## src/rtl/seq_stream_ctrl.sv

```systemverilog
// Sequencer that streams a latched bit pattern into an external Moore sequence
// detector, counts the detector's hits and records the index of the first one.
module seq_stream_ctrl (
   input  logic        Clock,
   input  logic        Resetn,
   input  logic        start,
   input  logic        abort,
   input  logic [15:0] pattern,
   input  logic [4:0]  length,
   input  logic        z_in,
   output logic        w_out,
   output logic        det_resetn,
   output logic        busy,
   output logic        done,
   output logic [4:0]  hit_count,
   output logic [4:0]  first_hit,
   output logic [2:0]  state
);

   typedef enum logic [2:0] {
      S_IDLE  = 3'd0,
      S_CLEAR = 3'd1,
      S_RUN   = 3'd2,
      S_DRAIN = 3'd3,
      S_DONE  = 3'd4
   } state_e;

   localparam logic [4:0] NO_HIT = 5'd31;

   state_e      state_q, state_d;
   logic [4:0]  idx_q, idx_d;
   logic [4:0]  len_q, len_d;
   logic [4:0]  hit_q, hit_d;
   logic [4:0]  first_q, first_d;
   logic [15:0] pat_q, pat_d;
   logic [4:0]  len_clamp_s;
   logic        sample_s;

   assign len_clamp_s = (length > 5'd16) ? 5'd16 : length;

   // State and datapath registers
   always_ff @(posedge Clock or negedge Resetn) begin
      if (!Resetn) begin
         state_q <= S_IDLE;
         idx_q   <= 5'd0;
         len_q   <= 5'd0;
         hit_q   <= 5'd0;
         first_q <= NO_HIT;
         pat_q   <= 16'h0000;
      end else begin
         state_q <= state_d;
         idx_q   <= idx_d;
         len_q   <= len_d;
         hit_q   <= hit_d;
         first_q <= first_d;
         pat_q   <= pat_d;
      end
   end

   // Next-state, bit index and hit bookkeeping
   always_comb begin
      state_d  = state_q;
      idx_d    = idx_q;
      len_d    = len_q;
      hit_d    = hit_q;
      first_d  = first_q;
      pat_d    = pat_q;
      sample_s = 1'b0;
      case (state_q)
         S_IDLE: begin
            if (start) begin
               pat_d   = pattern;
               len_d   = len_clamp_s;
               hit_d   = 5'd0;
               first_d = NO_HIT;
               idx_d   = 5'd0;
               state_d = (len_clamp_s == 5'd0) ? S_DONE : S_CLEAR;
            end else begin
               state_d = S_IDLE;
            end
         end
         S_CLEAR: begin
            idx_d   = 5'd0;
            state_d = abort ? S_IDLE : S_RUN;
         end
         S_RUN: begin
            if (abort) begin
               idx_d   = 5'd0;
               state_d = S_IDLE;
            end else begin
               // z_in seen at idx reflects the detector having consumed bit idx-1
               sample_s = (idx_q != 5'd0);
               idx_d    = idx_q + 5'd1;
               state_d  = (idx_q == len_q - 5'd1) ? S_DRAIN : S_RUN;
            end
         end
         S_DRAIN: begin
            if (abort) begin
               idx_d   = 5'd0;
               state_d = S_IDLE;
            end else begin
               sample_s = 1'b1;
               state_d  = S_DONE;
            end
         end
         S_DONE: begin
            idx_d   = 5'd0;
            state_d = S_IDLE;
         end
         default: begin
            idx_d   = 5'd0;
            state_d = S_IDLE;
         end
      endcase

      if (sample_s && z_in) begin
         hit_d = hit_q + 5'd1;
         if (first_q == NO_HIT) begin
            first_d = idx_q - 5'd1;
         end else begin
            first_d = first_q;
         end
      end else begin
         hit_d = hit_d;
      end
   end

   assign w_out      = (state_q == S_RUN) ? pat_q[idx_q[3:0]] : 1'b0;
   assign det_resetn = (state_q != S_CLEAR);
   assign busy       = (state_q == S_CLEAR) || (state_q == S_RUN) || (state_q == S_DRAIN);
   assign done       = (state_q == S_DONE);
   assign hit_count  = hit_q;
   assign first_hit  = first_q;
   assign state      = state_q;

endmodule

```

## config.mk

```make
export PLATFORM = sky130hd
export DESIGN_NAME = seq_stream_ctrl
export DESIGN_NICKNAME = d
export VERILOG_FILES = /design/src/rtl/seq_stream_ctrl.sv
export SDC_FILE = /design/constraint.sdc
export NUM_CORES = 1
export LEC_CHECK = 0
export ABC_AREA = 1
export BUFFER_PORTS_ARGS = -buffer_cell sky130_fd_sc_hd__buf_2
export CAP_MARGIN = 15
export CORE_MARGIN = 2
export CORE_UTILIZATION = 36
export CTS_CLUSTER_SIZE = 28
export DETAILED_ROUTE_END_ITERATION = 7
export GPL_TIMING_DRIVEN = 0
export HOLD_SLACK_MARGIN = 0.12
export PLACE_DENSITY = 0.57
export SYNTH_ARGS = -nofsm -noshare
export SYNTH_HDL_FRONTEND = slang
export SYNTH_SLANG_ARGS = --single-unit
```

## constraint.sdc

```tcl
create_clock -name Clock -period 1.9 [get_ports Clock]
set_input_delay 0.475 -clock Clock [delete_from_list [all_inputs] [get_ports Clock]]
set_output_delay 0.475 -clock Clock [all_outputs]
set_load 0.02 [all_outputs]
```

# Yosys cells after proc, flatten, opt, wreduce, memory -nomap -nowiden
# Cells that the tools add are included.
classes:
  addsub: 4
  magnitude_cmp: 2
  eq_ne: 10
  n_mux: 24
  n_reduce_logical: 12
ops:
  columns: ["op", "n"]
  rows:
  - ["2-to-1 mux 5 bit", 10]
  - ["one-hot mux 5 bit (3 select lines)", 1]
  - ["one-hot mux 3 bit (4 select lines)", 1]
  - ["adder 5 x 1 -> 5 bit, second input constant", 2]
  - ["subtractor 5 x 1 -> 5 bit, second input constant", 2]
  - ["2-to-1 mux 3 bit", 3]
  - ["== test 3 x 2 -> 1 bit, second input constant", 2]
  - ["AND reduction 2 bit", 3]
  - ["== test 5 bit", 1]
  - ["== test 5 bit, second input constant", 1]
  - ["greater-than comparator 5 bit, second input constant", 1]
  - ["logical NOT 5 bit", 1]
  - ["< comparator 4 x 5 -> 1 bit, second input constant", 1]
  - ["2-to-1 mux 1 bit", 5]
  - ["nonzero test 5 bit", 1]
  - ["binary-select mux 1 bit (select 4 bit)", 1]
  - ["2-to-1 mux 2 bit", 2]
  - ["inequality test 2 bit, second input constant", 2]
  - ["nonzero test 2 bit", 2]
  - ["== test 3 x 1 -> 1 bit, second input constant", 1]
  - ["== test 3 bit, second input constant", 1]
  - ["logical NOT 3 bit", 1]
  - ["inequality test 3 x 1 -> 1 bit, second input constant", 1]
  - ["AND reduction 3 bit", 1]
  - ["4 further kinds", 5]
word_totals:
  ff_bits: 39
  input_bits: 26
  output_inout_bits: 17

# Longest topological paths before layout
logic_depth:
  word_depth: 6
  depth_mapped: 9
  ltp_nobuf: 9

# Least setup slack after synthesis
# Ideal clock, no wire load.
synth_timing:
  kind: "flip-flop to output port"
  from: "reg idx_q[1]"
  to: "out w_out"
  t_arrival_ns: 1.295
  required_ns: 1.425
  slack_ns: 0.130
  path_stages_with_launch: 8
  n_path_buf: 1
  cell_sequence: "dfrtp_1 > buf_4 > clkinv_1 > nor2_1 > nand2_1 > nand3_1 > nand3_1 > a21oi_1"
synth_via:
  elab_chain_len: 3
synth_lines:
  columns: ["element", "line_no", "source"]
  rows:
  - ["start: declaration", "31", "logic [4:0] idx_q, idx_d;"]
  - ["start signal: assignment", "52", "idx_q <= idx_d;"]
  - ["binary-select mux 1 bit (select 4 bit)", "128", "assign w_out = (state_q == S_RUN) ? pat_q[idx_q[3:0]] : 1'b0;"]
  - ["2-to-1 mux 1 bit (implied by the code)", "128", null]
  - ["2-to-1 mux 1 bit", "128", null]
  - ["end: declaration", "11", "output logic w_out,"]
# No other way between the ends. The select of a mux whose other input is x is not followed.

# Final worst setup path
layout_timing:
  from: "reg idx_q[0]"
  to: "out w_out"
# Same word-level chain as after synthesis.

==> metrics.cfg <==
[yosys]
synth.cell_area_sq_mm = 0.00213
async_flop_share = 1.00
synth_edf_count = 0
synth_cells = 269
ys_ff_latch = 39
ys_types = 31
syn_area_per_cell_sq_um = 7.92
ys.flop_type = dfrtp_1
syn-num-nets = 300
ys_warn_count = 0
synth-seq-area-share = 0.461

[worst_setup_path]
rr_worst_depth = 7
r2r_setup_slack_ns = 0.36
endpoint_kind = primary output
worstSetupEndpoint = w_out
startpoint = idx_q[0]
worstPathRequired_ns = 1.42
critPathArrivalTime_ns = 1.57
criticalPathCategory = flop to primary output
cp_max_fo = 7
critPathLaunchType = flop
r2r-start = idx_q[0]
regToRegEndpoint = hit_count[0]

[cells_and_area]
fin_util = 0.452
fill_cells = 629
layout_commonest_cell = nand2_1
seq_area_sq_um = 982
antenna_cells = 0
multi_input_area_sq_um = 955
layout_common_cells = 69 x nand2_1, 42 x buf_2, 36 x inv_1, 34 x dfrtp_1, 23 x nor2_1
synthToLayoutAreaGrowth_pct = 23.4
drive_above_1_share = 0.271
stdcell_count = 400
nets = 355
fin_area_sq_mm = 0.00263

[global_route]
grt_max_degree = 40
grt_pass1_vias = 1802
grtUsageTotal = 0.161
grt_pass1_wl_mm = 8.13
antenna_found_initial = 0
grt_most_used_layer = met2
grt_overflow = 0
use_met3 = 0.0333
met1_usage = 0.208
met2_usage = 0.264

[pwr]
leakagePower_nw = 1.35
powerDensity_mw_per_mm2 = 894
peakVddDrop_v = 0.000281

[flow_run]
cap_violations = 0

[timing]
setup_violations = 1
rsz0062_at_grt = true
drv_slew = 0
slew_headroom = 0.412
fmax_mhz = 489
worst_slew_pin_slew_ns = 0.882
fin_skew_ns = 0.00619
timing.final.ws_setup_ns = -0.145
period_share = 1.08
tns_ns = -0.145
hold_viol = 0
min_period_ns = 2.05
whs_ns = 0.286

[outcome]
status = finished, violations left
violations = negative setup slack

[place]
place_area_sq_mm = 0.00243
globalplace.congestion = 0.863
dp.cells = 386
dp_hpwl_mm = 3.43
port_buffers = 42

[clocking]
htreeDepth = 2
cts_buffers = 5
clock_latency_ns = 0.29
root_buffer = clkbuf_8
clock_path_buffers = 2
cts.sink_count = 39
cts_tree = built
clkSlewWorstSetupHoldPaths_ns = 0.08

[detailed_routing]
first_pass_iters = 4
drt-total-wl_mm = 4.75
vias = 1841
drtIter0Drc = 69
drt-vias-per-instance = 4.60
drc = 0
ant_nets = 0
drt-wirelength-per-cell_um = 11.9

[floorplan]
dieWidth_um = 80.9
rows = 28
fp.coreArea_sq_mm = 0.00582
die_h_um = 80.9
initial_utilization = 0.366
io_pins = 43
dieArea_sq_mm = 0.00655

[hold_path]
hold_path.class = primary input to async pin

## metrics by stage
step / power, mW / worst slack, ns
2_1_floorplan: 1.58 / 0.130
3_3_place_gp: 1.77 / -0.0550
3_5_place_dp: 1.78 / -0.0592
4_1_cts: 2.35 / -0.160
5_1_grt: 2.53 / -0.237
6_report: 2.35 / -0.145
## state kept, by name, summed over array words and instances (netlist names)
name       count
pat_q         16
first_hit      5
hit_count      5
idx_q          5
len_q          5
state          3
## cell usage after synthesis (2+ instances only)
master,instances,share of area
nor2_1,25,0.044
o21ai_0,21,0.049
dfstp_2,5,0.062
buf_2,2,0.0047
nand2_1,69,0.12
buf_6,3,0.016
dfrtp_1,34,0.40
nand3_1,19,0.045
buf_4,3,0.011
nand4_1,5,0.015
inv_2,3,0.0053
xnor2_1,4,0.016
xor2_1,7,0.029
nor2_2,2,0.0059
a21oi_1,5,0.012
inv_1,36,0.063
o22ai_1,5,0.015
ha_1,5,0.029
nor3_1,4,0.0094
## worst min-delay path by stage
stage                    to  slack, ns  cells after the start
6_report           state[1]       0.29                      1
3_5_place_dp   first_hit[3]       0.47                      2
4_1_cts            state[1]       0.32                      1
3_3_place_gp      pat_q[14]       0.47                      2
5_1_grt            state[1]       0.38                      1
2_1_floorplan  hit_count[0]       0.18                      0
## power by group
| part | switching (mW) | internal, mW |
|---|---|---|
| registers | 0.0793 | 0.987 |
| clock network | 0.295 | 0.258 |
| logic | 0.441 | 0.291 |
## final cells by class
cell class                      instances  area share
Buffer                                  8      0.0304
Clock buffer                            7      0.0290
Clock inverter                          1     0.00190
Inverter                               41      0.0623
Multi-Input combinational cell        181       0.363
Sequential cell                        39       0.373
Tap cell                               75      0.0357
Timing Repair Buffer                   48       0.104
## per-layer routing
metal,up-vias,wire (um),part of all wire
met2,27,2230,0.47
met3,6,165,0.035
met1,850,2270,0.48
li1,958,-,-
met5,-,0,0
met4,0,85,0.018
## logic make-up after synthesis
logic type	share of synthesized area
compound gates	0.0898
xor+xnor	0.0452
fa+ha+maj	0.0294
buf+inv	0.105
flops	0.461
simple gates	0.270
## what timing repair did
action                     4_1_cts  5_1_grt
setup buffers                    2        4
setup endpoints to repair        1        1
hold buffers                     0        0
pin swaps                        3        8
gates resized for setup          9        7
hold endpoints to repair         0        0
## critical path, cell delays in order, from the launching register on
cell and delay [ns]:
dfrtp_1 0.40, buf_6 0.14, buf_6 0.13, nand2_1 0.08, nand3_2 0.08, nand3_2 0.08, nand3_2 0.07, a21oi_2 0.14
buf_4 0.16
No activity file was read; power rests on OpenSTA's default activity.
